[config.mk]
export PLATFORM = sky130hd
export DESIGN_NAME = imem_arbiter_flat
export DESIGN_NICKNAME = d
export VERILOG_FILES = /design/src/rtl/imem_pkg.sv /design/src/rtl/imem_arbiter_if.sv /design/src/rtl/imem_arb_pick.sv /design/src/rtl/imem_arbiter.sv /design/src/flat_wrapper.sv
export SDC_FILE = /design/constraint.sdc
export NUM_CORES = 1
export LEC_CHECK = 0
export CAP_MARGIN = 20
export CORE_ASPECT_RATIO = 1.2
export CORE_UTILIZATION = 41
export DETAILED_ROUTE_END_ITERATION = 8
export GPL_TIMING_DRIVEN = 0
export HOLD_SLACK_MARGIN = 0.08
export PLACE_DENSITY = 0.91
export SYNTH_ARGS = -nofsm -noshare
export SYNTH_HDL_FRONTEND = slang
export SYNTH_SLANG_ARGS = --single-unit
[constraint.sdc]
create_clock -name clk -period 1.74 [get_ports clk]
set_input_delay 0.522 -clock clk [delete_from_list [all_inputs] [get_ports clk]]
set_output_delay 0.522 -clock clk [all_outputs]
set_load 0.005 [all_outputs]
[src/rtl/imem_pkg.sv]
// Shared definitions for the instruction-memory arbiter: FSM encoding,
// default timeout, grant vector layout and the alignment helper.
package imem_pkg;

    typedef enum logic [1:0] {
        IDLE  = 2'd0,
        FETCH = 2'd1,
        LOAD  = 2'd2,
        RESP  = 2'd3
    } state_e;

    localparam int unsigned TIMEOUT_DEF = 15;
    localparam int unsigned WAIT_W      = 8;

    // One-hot grant vector: bit 0 = fetch, bit 1 = loader
    localparam int unsigned G_FETCH = 0;
    localparam int unsigned G_LOAD  = 1;

    localparam logic [1:0] GNT_NONE  = 2'b00;
    localparam logic [1:0] GNT_FETCH = 2'b01;
    localparam logic [1:0] GNT_LOAD  = 2'b10;

    function automatic logic is_aligned(input logic [1:0] lsb);
        return (lsb == 2'b00);
    endfunction

endpackage

[src/rtl/imem_arbiter_if.sv]
// Bundle of fetch, loader and shared memory port signals. The slave modport
// is the arbiter's view; the master modport is the requesters plus memory.
interface imem_arbiter_if #(
    parameter int unsigned ADDR_W = 32
) ();

    logic              f_valid;
    logic [ADDR_W-1:0] f_addr;
    logic              f_ready;
    logic [31:0]       f_rdata;
    logic              f_err;

    logic              l_valid;
    logic [ADDR_W-1:0] l_addr;
    logic [7:0]        l_wdata;
    logic              l_ready;
    logic              l_err;

    logic              mem_req;
    logic              mem_we;
    logic [ADDR_W-1:0] mem_addr;
    logic [7:0]        mem_wdata;
    logic              mem_ack;
    logic [31:0]       mem_rdata;

    modport slave (
        input  f_valid, f_addr,
        output f_ready, f_rdata, f_err,
        input  l_valid, l_addr, l_wdata,
        output l_ready, l_err,
        output mem_req, mem_we, mem_addr, mem_wdata,
        input  mem_ack, mem_rdata
    );

    modport master (
        output f_valid, f_addr,
        input  f_ready, f_rdata, f_err,
        output l_valid, l_addr, l_wdata,
        input  l_ready, l_err,
        input  mem_req, mem_we, mem_addr, mem_wdata,
        output mem_ack, mem_rdata
    );

endinterface

[src/rtl/imem_arb_pick.sv]
// Combinational grant decision between fetch and loader.
// IMEM_ARB_RR_EN selects round-robin on ties; otherwise the loader always wins.
module imem_arb_pick
    import imem_pkg::*;
(
    input  logic       i_f_valid,
    input  logic       i_l_valid,
    input  logic       i_last_load,
    output logic [1:0] o_grant
);

`ifdef IMEM_ARB_RR_EN
    always_comb begin
        o_grant = GNT_NONE;
        if (i_f_valid && i_l_valid) begin
            o_grant = i_last_load ? GNT_FETCH : GNT_LOAD;
        end else if (i_l_valid) begin
            o_grant = GNT_LOAD;
        end else if (i_f_valid) begin
            o_grant = GNT_FETCH;
        end
    end
`else
    logic w_unused_last;
    assign w_unused_last = i_last_load;

    always_comb begin
        o_grant = GNT_NONE;
        if (i_l_valid) begin
            o_grant = GNT_LOAD;
        end else if (i_f_valid) begin
            o_grant = GNT_FETCH;
        end
    end
`endif

endmodule

[src/rtl/imem_arbiter.sv]
// Arbitrates instruction fetch reads and loader byte writes onto one memory
// port with a wait-cycle timeout. Optional macro IMEM_ARB_RR_EN: round-robin.
module imem_arbiter
    import imem_pkg::*;
#(
    parameter int unsigned ADDR_W  = 32,
    parameter int unsigned TIMEOUT = TIMEOUT_DEF
) (
    input  logic           clk,
    input  logic           rst,
    imem_arbiter_if.slave  bus
);

    localparam logic [WAIT_W-1:0] LP_LIMIT = 8'(TIMEOUT - 32'd1);

    state_e              r_state;
    state_e              w_state_nx;

    logic [WAIT_W-1:0]   r_wait;
    logic [ADDR_W-1:0]   r_addr;
    logic [7:0]          r_wdata;
    logic [31:0]         r_rdata;
    logic                r_owner_load;
    logic                r_err;

    logic [1:0]          w_grant;
    logic                w_capture;
    logic                w_misalign;
    logic                w_busy;
    logic                w_limit;

    logic                w_mem_req;
    logic                w_mem_we;
    logic                w_f_ready;
    logic                w_f_err;
    logic                w_l_ready;
    logic                w_l_err;

    // The owner register routes the response and doubles as the last-grant input
    imem_arb_pick u_pick (
        .i_f_valid   (bus.f_valid),
        .i_l_valid   (bus.l_valid),
        .i_last_load (r_owner_load),
        .o_grant     (w_grant)
    );

    assign w_misalign = !is_aligned(bus.f_addr[1:0]);
    assign w_busy     = (r_state == FETCH) || (r_state == LOAD);
    assign w_limit    = (r_wait == LP_LIMIT);

    always_ff @(posedge clk) begin
        if (!rst) begin
            r_state <= IDLE;
        end else begin
            r_state <= w_state_nx;
        end
    end

    always_comb begin
        w_state_nx = r_state;
        w_capture  = 1'b0;
        w_mem_req  = 1'b0;
        w_mem_we   = 1'b0;
        w_f_ready  = 1'b0;
        w_f_err    = 1'b0;
        w_l_ready  = 1'b0;
        w_l_err    = 1'b0;
        unique case (r_state)
            IDLE: begin
                if (w_grant[G_LOAD]) begin
                    w_capture  = 1'b1;
                    w_state_nx = LOAD;
                end else if (w_grant[G_FETCH]) begin
                    w_capture  = 1'b1;
                    w_state_nx = w_misalign ? RESP : FETCH;
                end
            end
            FETCH, LOAD: begin
                w_mem_req = 1'b1;
                w_mem_we  = (r_state == LOAD);
                if (bus.mem_ack || w_limit) begin
                    w_state_nx = RESP;
                end
            end
            RESP: begin
                w_f_ready  = !r_owner_load;
                w_f_err    = !r_owner_load && r_err;
                w_l_ready  = r_owner_load;
                w_l_err    = r_owner_load && r_err;
                w_state_nx = IDLE;
            end
            default: w_state_nx = IDLE;
        endcase
    end

    // Ack is checked before the limit so a same-cycle ack clears the error
    always_ff @(posedge clk) begin
        if (!rst) begin
            r_wait       <= '0;
            r_addr       <= '0;
            r_wdata      <= '0;
            r_rdata      <= '0;
            r_owner_load <= 1'b0;
            r_err        <= 1'b0;
        end else begin
            if (w_capture) begin
                r_wait       <= '0;
                r_owner_load <= w_grant[G_LOAD];
                if (w_grant[G_LOAD]) begin
                    r_addr  <= bus.l_addr;
                    r_wdata <= bus.l_wdata;
                    r_err   <= 1'b0;
                end else begin
                    r_addr  <= bus.f_addr;
                    r_err   <= w_misalign;
                end
            end
            if (w_busy) begin
                if (bus.mem_ack) begin
                    r_err <= 1'b0;
                    if (r_state == FETCH) begin
                        r_rdata <= bus.mem_rdata;
                    end
                end else begin
                    r_wait <= r_wait + 8'd1;
                    if (w_limit) begin
                        r_err <= 1'b1;
                    end
                end
            end
        end
    end

    assign bus.mem_req   = w_mem_req;
    assign bus.mem_we    = w_mem_we;
    assign bus.mem_addr  = r_addr;
    assign bus.mem_wdata = r_wdata;
    assign bus.f_ready   = w_f_ready;
    assign bus.f_err     = w_f_err;
    assign bus.f_rdata   = r_rdata;
    assign bus.l_ready   = w_l_ready;
    assign bus.l_err     = w_l_err;

    a_we_needs_req: assert property (@(posedge clk) disable iff (!rst)
        bus.mem_we |-> bus.mem_req);

    a_ready_exclusive: assert property (@(posedge clk) disable iff (!rst)
        !(bus.f_ready && bus.l_ready));

endmodule

[src/flat_wrapper.sv]
// flat-port wrapper written by rule: the top's interface ports become plain ports
module imem_arbiter_flat import imem_pkg::*;
#(
    parameter int unsigned ADDR_W  = 32,
    parameter int unsigned TIMEOUT = TIMEOUT_DEF
)
  (clk, rst, bus_f_valid, bus_f_addr, bus_f_ready, bus_f_rdata, bus_f_err, bus_l_valid, bus_l_addr, bus_l_wdata, bus_l_ready, bus_l_err, bus_mem_req, bus_mem_we, bus_mem_addr, bus_mem_wdata, bus_mem_ack, bus_mem_rdata);
  imem_arbiter_if #(.ADDR_W(ADDR_W)) bus_i ();
  input  logic clk;
  input  logic rst;
  input wire logic [$bits(bus_i.f_valid)-1:0] bus_f_valid;
  input wire logic [$bits(bus_i.f_addr)-1:0] bus_f_addr;
  output wire logic [$bits(bus_i.f_ready)-1:0] bus_f_ready;
  output wire logic [$bits(bus_i.f_rdata)-1:0] bus_f_rdata;
  output wire logic [$bits(bus_i.f_err)-1:0] bus_f_err;
  input wire logic [$bits(bus_i.l_valid)-1:0] bus_l_valid;
  input wire logic [$bits(bus_i.l_addr)-1:0] bus_l_addr;
  input wire logic [$bits(bus_i.l_wdata)-1:0] bus_l_wdata;
  output wire logic [$bits(bus_i.l_ready)-1:0] bus_l_ready;
  output wire logic [$bits(bus_i.l_err)-1:0] bus_l_err;
  output wire logic [$bits(bus_i.mem_req)-1:0] bus_mem_req;
  output wire logic [$bits(bus_i.mem_we)-1:0] bus_mem_we;
  output wire logic [$bits(bus_i.mem_addr)-1:0] bus_mem_addr;
  output wire logic [$bits(bus_i.mem_wdata)-1:0] bus_mem_wdata;
  input wire logic [$bits(bus_i.mem_ack)-1:0] bus_mem_ack;
  input wire logic [$bits(bus_i.mem_rdata)-1:0] bus_mem_rdata;
  assign bus_i.f_valid = bus_f_valid;
  assign bus_i.f_addr = bus_f_addr;
  assign bus_f_ready = bus_i.f_ready;
  assign bus_f_rdata = bus_i.f_rdata;
  assign bus_f_err = bus_i.f_err;
  assign bus_i.l_valid = bus_l_valid;
  assign bus_i.l_addr = bus_l_addr;
  assign bus_i.l_wdata = bus_l_wdata;
  assign bus_l_ready = bus_i.l_ready;
  assign bus_l_err = bus_i.l_err;
  assign bus_mem_req = bus_i.mem_req;
  assign bus_mem_we = bus_i.mem_we;
  assign bus_mem_addr = bus_i.mem_addr;
  assign bus_mem_wdata = bus_i.mem_wdata;
  assign bus_i.mem_ack = bus_mem_ack;
  assign bus_i.mem_rdata = bus_mem_rdata;
  imem_arbiter #(.ADDR_W(ADDR_W), .TIMEOUT(TIMEOUT)) u_core (.clk(clk), .rst(rst), .bus(bus_i));
endmodule
==> results of run 1 <==
through the flow:
step                      instances  setup TNS [ns]  hold slack [ns]  utilization [%]  power [mW]
final                           738         -0.0191            0.457             69.1        7.16
after global routing            738          -0.120            0.475             69.1        7.60
after CTS                       735         -0.0543            0.460             67.4        7.19
after detailed placement        715          -16.46            0.449             64.3        5.48
after global placement          715          -14.18            0.441             64.3        5.38
after floorplan                 411               0            0.451                -        4.09
cell usage after synthesis (2+ instances only):
master    number  area (um2)
a21boi_0      29         218
a21boi_1      15         113
a21oi_1        6        30.0
a31oi_1        2        12.5
and2_1         4        25.0
and3_1         3        18.8
buf_2          6        30.0
buf_4          3        22.5
buf_6         10         113
clkbuf_1      11        41.3
dfxtp_1       84        1680
ha_1           6        75.1
inv_1          5        18.8
mux2i_1       33         330
nand2_1      114         428
nand2b_1       3        18.8
nand3_1       13        65.1
nor2_1         6        22.5
nor2b_1        3        18.8
o211a_1       33         330
o21ai_0        6        30.0
o21ai_1        2        10.0
cells by family (layout without fill, tap and decap cells):
logic type | count (synthesis) | count (layout) | share of synthesized area, %
simple gates | 153 | 153 | 17.8
compound gates | 100 | 100 | 21.2
flops | 84 | 84 | 44.4
buf+inv | 35 | 242 | 5.94
mux | 33 | 33 | 8.72
fa+ha+maj | 6 | 6 | 1.98
layout make-up:
cell class	count	share of cell area, %
timing repair buffer	191	31.2
multi-input combinational	292	31.0
sequential	84	27.8
buffer	30	3.49
clock buffer	12	2.66
tap	120	2.42
clock inverter	4	1.13
inverter	5	0.343
power by group:
| group | total, mW | internal, mW | switching, mW |
|---|---|---|---|
| logic | 2.96 | 1.59 | 1.36 |
| clock network | 1.61 | 0.922 | 0.688 |
| registers | 2.60 | 2.35 | 0.243 |
| total | 7.16 | 4.87 | 2.29 |
cells in the final DEF (no fill, tap or decap), types with 3 or more instances in the layout:
cell	Yosys	final
clkbuf_8	0	12
inv_1	5	3
nand2b_1	3	3
nor2_1	6	6
ha_1	6	4
and3_1	3	3
nand2_1	114	114
dfxtp_2	0	29
clkbuf_2	0	5
buf_6	10	14
dfxtp_1	84	53
o21ai_0	6	6
clkdlybuf4s50_1	0	121
a21boi_0	29	29
dlymetal6s2s_1	0	34
and2_1	4	3
buf_2	6	7
a21boi_1	15	15
dlygate4sd2_1	0	23
mux2i_1	33	33
buf_4	3	9
nand3_1	13	13
clkbuf_1	11	8
a21oi_1	6	6
o211a_1	33	33
critical path: cells and delay by family, from the launching register on:
family	cells	cell delay, ns
flops	1	0.37
simple gates	2	0.25
fa+ha+maj	1	0.16
buf+inv	1	0.10
flip-flops by register name (all words and copies together) (netlist names):
| register | flops |
|---|---|
| u_core.r_err | 1 |
| u_core.r_state | 2 |
| u_core.bus.mem_addr | 32 |
| u_core.bus.f_rdata | 32 |
| u_core.bus.mem_wdata | 8 |
| u_core.r_wait | 8 |
| u_core.r_owner_load | 1 |
worst min-delay path by stage:
stage                                             start                                   to  cells past startpoint
finish              u_core.bus.f_rdata[30]$_SDFFE_PN0P_  u_core.bus.f_rdata[30]$_SDFFE_PN0P_                      2
global route        u_core.bus.f_rdata[28]$_SDFFE_PN0P_  u_core.bus.f_rdata[28]$_SDFFE_PN0P_                      2
CTS                 u_core.bus.f_rdata[28]$_SDFFE_PN0P_  u_core.bus.f_rdata[28]$_SDFFE_PN0P_                      2
detailed placement  u_core.bus.f_rdata[28]$_SDFFE_PN0P_  u_core.bus.f_rdata[28]$_SDFFE_PN0P_                      2
global placement    u_core.bus.f_rdata[12]$_SDFFE_PN0P_  u_core.bus.f_rdata[12]$_SDFFE_PN0P_                      2
floorplan            u_core.bus.f_rdata[0]$_SDFFE_PN0P_   u_core.bus.f_rdata[0]$_SDFFE_PN0P_                      2
timing repair:
action / CTS / global route
hold endpoints to repair: 0 / 0
endpoints found under the setup margin: 37 / 84
buffers inserted: 4 / 3
pin swaps: 3 / 1
gates resized for setup: 66 / 69
routing by layer:
layer | global-route usage (%) | routed length, um | vias up | part of all wire (%)
met3 | 7.34 | 893 | 20 | 8.2
met5 | 0 | 0 | - | 0
li1 | - | - | 1818 | -
met1 | 21.3 | 4070 | 1723 | 37
met2 | 42.0 | 5660 | 171 | 52
met4 | 11.2 | 234 | 0 | 2.2
==> metrics.md, run 1 <==
| Metric | Value |
|---|---|
| Status | finished with violations |
| Failing checks | setup timing |
| Row cnt | 38 |
| Worst slack at placement | -0.358 ns |
| Worst slew pin tran | 0.472 ns |
| Layout cell share with drive strength beyond 1 | 15.0% |
| Sequential share of the synthesized area | 44.4% |
| Worst-path cell chain | ha_4 > nor2b_4 > and2_4 > buf_6 |
| Setup CP Type | flop to output pin |
| Vias | 3,732 |
| CTS tree | built |
| Setup ws final | -0.0191 ns |
| Core box area | 8990 um2 |
| Fillcell total | 644 |
| PD cells | 1150 nW/um2 |
| Clk buf depth | 2 |
| Register area | 1730 um2 |
| Clock Tree Root | clkbuf_8 |
| Synth async-reset ratio | 0% |
| Grt ovf | 0 |
| Die footprint | 9630 um2 |
| RSZ-0062 raised after global routing | true |
| Synth warnings | 0 |
| Crit path DAT | 1.24 ns |
| R2r setup slk | 0.06 ns |
| Startpoint types | flop |
| Number of global-route vias before repair | 3,875 |
| Post-synthesis cell count | 411 |
| Post-route ant nets | 0 |
| TritonCTS buffer count | 9 |
| Crit. Startpoint | u_core.r_state[0]$_SDFFE_PN0P_ |
| Leak | 3.33 nW |
| Max-slew violations | 0 |
| Main flop type after synthesis | dfxtp_1 |
| Antenna cells | 0 |
| Layout Nets | 728 |
| Routed wire length | 10,900 um |
| Crit-path max FO | 3 |
| FF-to-FF End | u_core.r_wait[6]$_SDFF_PN0_ |
| Hold Crit Class | flop to flop |
| Hold-fix buffers, CTS | 0 |
| DRT iter0 DRCs | 146 |
| PortBufs | 184 |
| Worst VDD drop | 682 uV |
| Syn_nets | 526 |
| Synth-to-Final Area Change | 63.8% |
| Max Cap Viol | 0 |
| Finished Cell Area | 6210 um2 |
| Relative slew slack | 68.5% |
| CTS H-tree lvls | 3 |
| Maximum clock rate | 568 MHz |
| Final hold violation count | 0 |
| Worst skew pair latency | 0.36 ns |
| Reg-to-Reg Start | u_core.r_state[1]$_SDFFE_PN0P_ |
| Initial core utilization | 42.2% |
| FF+latch count, synth | 84 |
| Multi-input logic area | 1920 um2 |
| Post-DP Area | 5780 um2 |
| Netlist cell types | 36 |
| Antenna violations before repair | 0 |
| Wire length per cell | 14.7 um |
| Setup violators final | 1 |
| DRC violations left | 0 |
| CP max stage delay | 0.37 ns |
| Sink Count | 84 |
| Clock Skew | 0.00669 ns |
| Dpl hpwl | 8170 um |
| Die X | 89.8 um |
| Total GRT Usage | 22.1% |
| Crit. End Element | output pin |
| Syn Area/Cell | 9.22 um2 |
| Tmin final | 1.76 ns |
| First-pass GRT wire length | 17,000 um |
| Vias per inst | 5.06 |
| Cell area after synthesis | 3790 um2 |
| Post-synth EDFFs | 0 |
| Worst setup path endpoint | bus_f_err |
| Worst r2r path cells | 8 |
| Clock-pin transition on the worst setup and hold timing paths | 0.08 ns |
| Final period util | 101% |
| Required @ worst endpoint | 1.22 ns |
| Chip height | 107 um |
| Final RePlAce weighted congestion | 0.820 |
| Io pins | 187 |
| Slowest CP cell | dfxtp_4 |
| First-pass DRT Iterations | 6 |
| Largest net degree at the start of global routing | 14 |
Power figures use the tool's default switching activity.
==> run 2, diff against run 1 <==
- ABC_CLOCK_PERIOD_IN_PS: not set -> 1740
- CORE_UTILIZATION: 41 -> 40
- PLACE_DENSITY: 0.91 -> 0.9
- TNS_END_PERCENT: not set -> 30
==> metrics.md, run 2 (synthesis gave the netlist of run 1 again) <==
| Metric | Value |
|---|---|
| Worst skew pair latency | 0.35 ns (about the same) |
| Clock Skew | 0.00626 ns (-0.000429 ns) |
| Worst-path cell chain | ha_4 > nor2b_4 > and2_4 > buf_6 |
| Grt ovf | 0 (unchanged) |
| Routed wire length | 10,700 um (-2.0%) |
| Core box area | 9130 um2 (+1.6%) |
| Die footprint | 9870 um2 (+2.5%) |
| Sink Count | 84 (unchanged) |
| Register area | 1730 um2 (unchanged) |
| First-pass GRT wire length | 16,300 um (-4.3%) |
| Sequential power share | 36.7% (+0.4 points) |
| DRC violations left | 0 (unchanged) |
| Most common cell after layout, fill and taps aside | clkdlybuf4s50_1 |
| Setup CP Type | flop to output pin |
| Tmin final | 1.77 ns (+0.00630 ns) |
| Antenna violations before repair | 0 (unchanged) |
| Layout Nets | 725 (-0.41%) |
| Maximum clock rate | 566 MHz (-0.36%) |
| Leak | 3.39 nW (+1.6%) |
| Post-route ant nets | 0 (unchanged) |
| Placed Cells | 715 (unchanged) |
| Clock share of power | 21.7% (-0.8 points) |
| Most frequent cells in the layout | clkdlybuf4s50_1, nand2_1, dfxtp_1 |
| Wire length per cell | 14.5 um (-1.6%) |
| Row cnt | 38 (unchanged) |
| Setup violators final | 2 (+1) |
| Crit path DAT | 1.24 ns (about the same) |
| First-pass DRT Iterations | 5 (-1) |
| Max Cap Viol | 0 (unchanged) |
| Final period util | 101% (+0.36 points) |
| Sw frac | 32.6% (+0.57 points) |
| Hold Crit Class | flop to flop |
| Total GRT Usage | 21.0% (-1.2 points) |
| Required @ worst endpoint | 1.22 ns (about the same) |
| Failing checks | setup timing |
| Comb pwr share | 41.7% (+0.4 points) |
| Largest net degree at the start of global routing | 14 (unchanged) |
| Setup ws final | -0.0254 ns (-0.00630 ns) |
| TritonCTS buffer count | 9 (unchanged) |
| Startpoint types | flop |
| Clock-pin transition on the worst setup and hold timing paths | 0.08 ns (about the same) |
| Vias per inst | 5.02 (-0.69%) |
| Antenna cells | 0 (unchanged) |
| Worst slew pin tran | 0.451 ns (-0.0216 ns) |
| Switching pwr | 2.30 mW (+0.33%) |
| CTS H-tree lvls | 3 (unchanged) |
| Synth-to-Final Area Change | 63.3% |
| Layout cell share with drive strength beyond 1 | 14.3% (-0.74 points) |
| Clk buf depth | 2 (unchanged) |
| PD cells | 1140 nW/um2 (-1.1%) |
| Crit-path max FO | 4 (+1) |
| Chip height | 109 um (+1.2%) |
| Finished Layout Cells | 735 (-0.41%) |
| Max-slew violations | 0 (unchanged) |
| CP max stage delay | 0.37 ns (about the same) |
| Worst VDD drop | 694 uV (+1.8%) |
| Fillcell total | 727 (+13%) |
| PortBufs | 184 (unchanged) |
| Die X | 90.8 um (+1.2%) |
| Slowest CP cell | dfxtp_4 |
| Final RePlAce weighted congestion | 0.807 (-1.6%) |
| Cell internal pwr | 4.76 mW (-2.3%) |
| Hold-fix buffers, CTS | 0 (unchanged) |
| Final hold violation count | 0 (unchanged) |
| RSZ-0062 raised after global routing | true |
| CTS tree | built |
| Crit. End Element | output pin |
| Clock Tree Root | clkbuf_8 |
| Relative slew slack | 69.8% (+1.2 points) |
| Number of global-route vias before repair | 3,448 (-11%) |
| Initial core utilization | 41.5% (-0.66 points) |
| Final total power | 7.06 mW (-1.4%) |
| Status | finished with violations |
| DRT iter0 DRCs | 152 (+4.1%) |
| Dpl hpwl | 8080 um (-1.1%) |
| Io pins | 187 (unchanged) |
| Vias | 3,691 (-1.1%) |
| Multi-input logic area | 1930 um2 (+0.39%) |
## run 2: worst paths after layout
| path | startpoint | endpoint | slack [ns] | cells past startpoint |
|---|---|---|---|---|
| max reg2reg | u_core.r_state[1]$_SDFFE_PN0P_ | u_core.r_wait[5]$_SDFF_PN0_ | 0.16 | 7 |
| max | u_core.r_state[0]$_SDFFE_PN0P_ | bus_f_err | -0.03 | 4 |
| min reg2reg | u_core.bus.f_rdata[8]$_SDFFE_PN0P_ | u_core.bus.f_rdata[8]$_SDFFE_PN0P_ | 0.45 | 2 |
| min | u_core.bus.f_rdata[8]$_SDFFE_PN0P_ | u_core.bus.f_rdata[8]$_SDFFE_PN0P_ | 0.45 | 2 |
## run 2: worst max-delay path, delay by kind of cell, from the launching register on
family,cells,cell delay (ns)
adders and majority gates,1,0.16
buffers and inverters,1,0.11
DFF,1,0.37
and+or+nand+nor,2,0.25
## run 2: timing repair
| action | CTS | global route |
|---|---|---|
| setup buffers | 3 | 1 |
| endpoints found under the hold margin | 0 | 0 |
| setup endpoints to repair | 31 | 71 |
| pin swaps | 3 | 1 |
| gates resized for setup | 60 | 74 |
## run 2: cell type report
type / count / area share [%]
inverters: 5 / 0.303
plain buffers: 30 / 3.50
repair buffers: 188 / 31.2
clock buffers: 11 / 2.29
well taps: 120 / 2.43
multi-input cells: 292 / 31.2
clock inverters: 5 / 1.21
flip-flops and latches: 84 / 27.9
## run 2: stage by stage
stage                     hold slack (ns)  area [um2]  setup slack, ns  utilization (%)  setup TNS [ns]
after detailed placement            0.446        5780           -0.328             63.3          -14.31
after global placement              0.443        5780           -0.293             63.3          -11.86
final                               0.453        6190          -0.0254             67.8         -0.0283
after floorplan                     0.451        3790            0.227                -               0
after global routing                0.477        6190          -0.0778             67.8          -0.138
after CTS                           0.458        6020          -0.0512             66.0         -0.0718
## run 2: power groups by stage
stage          registers [mW]  logic, mW  clock network [mW]
4_1_cts                  2.58       2.95                1.56
5_1_grt                  2.65       3.21                1.65
2_1_floorplan            2.59       1.50                   0
3_5_place_dp             2.59       2.93                   0
3_3_place_gp             2.56       2.86                   0
6_report                 2.59       2.94                1.53
## run 2: layer usage
metal	track usage, %	routed length [um]	vias to the layer above
met5	0	0	-
met4	6.24	81	0
met3	6.35	819	6
met2	39.3	5600	154
met1	22.8	4150	1713
li1	-	-	1818
==> run 3, diff against run 2 <==
- CTS_BUF_LIST: not set -> sky130_fd_sc_hd__clkbuf_4
==> metrics.md, run 3 (synthesis gave the netlist of run 1 again) <==
| Metric | Value |
|---|---|
| Status | finished with violations |
| Failing checks | setup timing |
| Most frequent cells in the layout | nand2_1, clkdlybuf4s50_1, dlygate4sd2_1 |
| Worst slew pin tran | 0.466 ns (+0.0160 ns) |
| Clock Tree Root | clkbuf_4 |
| Largest net degree at the start of global routing | 14 (unchanged) |
| Most used cell, CP | buf_6 |
| Wire length per cell | 14.3 um (-1.3%) |
| Grt ovf | 0 (unchanged) |
| Clock-pin transition on the worst setup and hold timing paths | 0.14 ns (+0.06 ns) |
| Tmin final | 1.88 ns (+0.115 ns) |
| Number of global-route vias before repair | 3,507 (+1.7%) |
| Crit. End Element | output pin |
| Hold-fix buffers, CTS | 0 (unchanged) |
| Total GRT Usage | 21.4% (+0.46 points) |
| Required @ worst endpoint | 1.22 ns (about the same) |
| Worst skew pair latency | 0.44 ns (+0.09 ns) |
| Crit-path max FO | 3 (-1) |
| Dpl hpwl | 8080 um (unchanged) |
| Layout Nets | 726 (+0.14%) |
| Crit path DAT | 1.36 ns (+0.12 ns) |
| Setup ws final | -0.140 ns (-0.115 ns) |
| TritonCTS buffer count | 9 (unchanged) |
| First-pass DRT Iterations | 4 (-1) |
| Fillcell total | 771 (+6.1%) |
| Antenna cells | 0 (unchanged) |
| Worst hold margin | 0.420 ns (-0.0333 ns) |
| Antenna violations before repair | 0 (unchanged) |
| Vias | 3,676 (-0.41%) |
| Initial core utilization | 41.5% (unchanged) |
| PortBufs | 184 (unchanged) |
| Worst VDD drop | 690 uV (-0.54%) |
| Die X | 90.8 um (unchanged) |
| CTS H-tree lvls | 3 (unchanged) |
| Relative slew slack | 68.9% (-0.86 points) |
| Final hold violation count | 0 (unchanged) |
| Io pins | 187 (unchanged) |
| RSZ-0062 raised after global routing | true |
| Setup violators final | 6 (+4) |
| Register area | 1760 um2 (+2.2%) |
| Worst-path cell chain | buf_6 > inv_4 > ha_4 > buf_6 |
| Vias per inst | 4.99 (-0.54%) |
| Final RePlAce weighted congestion | 0.807 (unchanged) |
| Maximum clock rate | 532 MHz (-6.1%) |
| First-pass GRT wire length | 16,600 um (+1.8%) |
| Chip height | 109 um (unchanged) |
| Max Cap Viol | 0 (unchanged) |
| Max-slew violations | 0 (unchanged) |
| PD cells | 1130 nW/um2 (-1.3%) |
| Hold Crit Class | input port to flop |
| Setup CP Type | flop to output pin |
| Most common cell after layout, fill and taps aside | nand2_1 |
| Synth-to-Final Area Change | 58.8% |
| DRC violations left | 0 (unchanged) |
| Post-route ant nets | 0 (unchanged) |
| Sink Count | 84 (unchanged) |
| Layout cell share with drive strength beyond 1 | 19.5% (+5.2 points) |
| CP max stage delay | 0.39 ns (+0.02 ns) |
| Multi-input logic area | 1920 um2 (-0.39%) |
| Core box area | 9130 um2 (unchanged) |
| Worst slack at placement | -0.328 ns (unchanged) |
| Post-DP Area | 5780 um2 (unchanged) |
| Finished Cell Area | 6020 um2 (-2.7%) |
| CTS tree | built |
| Final period util | 108% (+6.6 points) |
| Die footprint | 9870 um2 (unchanged) |
| Clk buf depth | 2 (unchanged) |
| Row cnt | 38 (unchanged) |
| DRT iter0 DRCs | 143 (-5.9%) |
| Clock Skew | 0.0176 ns (+0.0113 ns) |
| Routed wire length | 10,500 um (-1.1%) |
| Slowest CP cell | dfxtp_4 |
| Startpoint types | flop |
| Leak | 2.93 nW (-14%) |
-- run 3: cell count changes in the layout (fill, tap and decap cells not counted), moves of 10 or more --
cell	change
clkbuf_4	+12
clkbuf_8	-10
clkdlybuf4s50_1	-15
dfxtp_1	-30
dfxtp_2	+30
dlygate4sd2_1	+55
dlymetal6s2s_1	-40
-- run 3: layout make-up --
cell class / instances / share of cell area, %
inverter: 5 / 0.354
tap: 120 / 2.50
timing repair buffer: 189 / 29.7
clock buffer: 10 / 1.25
buffer: 30 / 3.68
multi-input combinational: 292 / 31.9
sequential: 84 / 29.3
clock inverter: 6 / 1.31
-- run 3: worst paths after layout --
path,slack [ns],startpoint,depth (start not counted),end
worst max-delay path,-0.14,u_core.r_state[1]$_SDFFE_PN0P_,4,bus_mem_req
worst min-delay path,0.42,rst,3,u_core.r_wait[3]$_SDFF_PN0_
worst max register to register,0.02,u_core.r_state[1]$_SDFFE_PN0P_,8,u_core.r_wait[6]$_SDFF_PN0_
worst min register to register,0.46,u_core.bus.f_rdata[10]$_SDFFE_PN0P_,2,u_core.bus.f_rdata[10]$_SDFFE_PN0P_
-- run 3: metrics by stage --
step / utilization, % / power (mW) / instances / TNS [ns]
after floorplan: - / 4.09 / 411 / 0
after global placement: 63.3 / 5.42 / 715 / -11.86
after detailed placement: 63.3 / 5.51 / 715 / -14.31
after CTS: 65.5 / 6.78 / 736 / -0.579
after global routing: 65.9 / 7.22 / 736 / -0.848
final: 65.9 / 6.78 / 736 / -0.401
-- run 3: where the power goes --
part / internal (mW) / switching, mW / total [mW]
logic: 1.53 / 1.40 / 2.92
registers: 2.38 / 0.225 / 2.60
clock network: 0.588 / 0.662 / 1.25
total: 4.49 / 2.29 / 6.78
-- run 3: what timing repair did --
item                       CTS  global route
pin swaps                    4             1
resized for setup          173            15
hold endpoints to repair     0             0
buffers inserted             5             0
setup endpoints to repair   79            26
-- run 3: routing by layer --
layer / global-route usage, % / vias up / routed length, um
met5: 0 / - / 0
met4: 6.80 / 0 / 104
met3: 6.62 / 11 / 822
met2: 39.8 / 154 / 5410
met1: 23.3 / 1684 / 4200
li1: - / 1827 / -
-- run 3: critical path: cells and delay by family, from the launching register on --
kind	cells	cell delay [ns]
buffers and inverters	3	0.26
adder cells (fa/ha/maj)	1	0.27
flip-flops	1	0.39
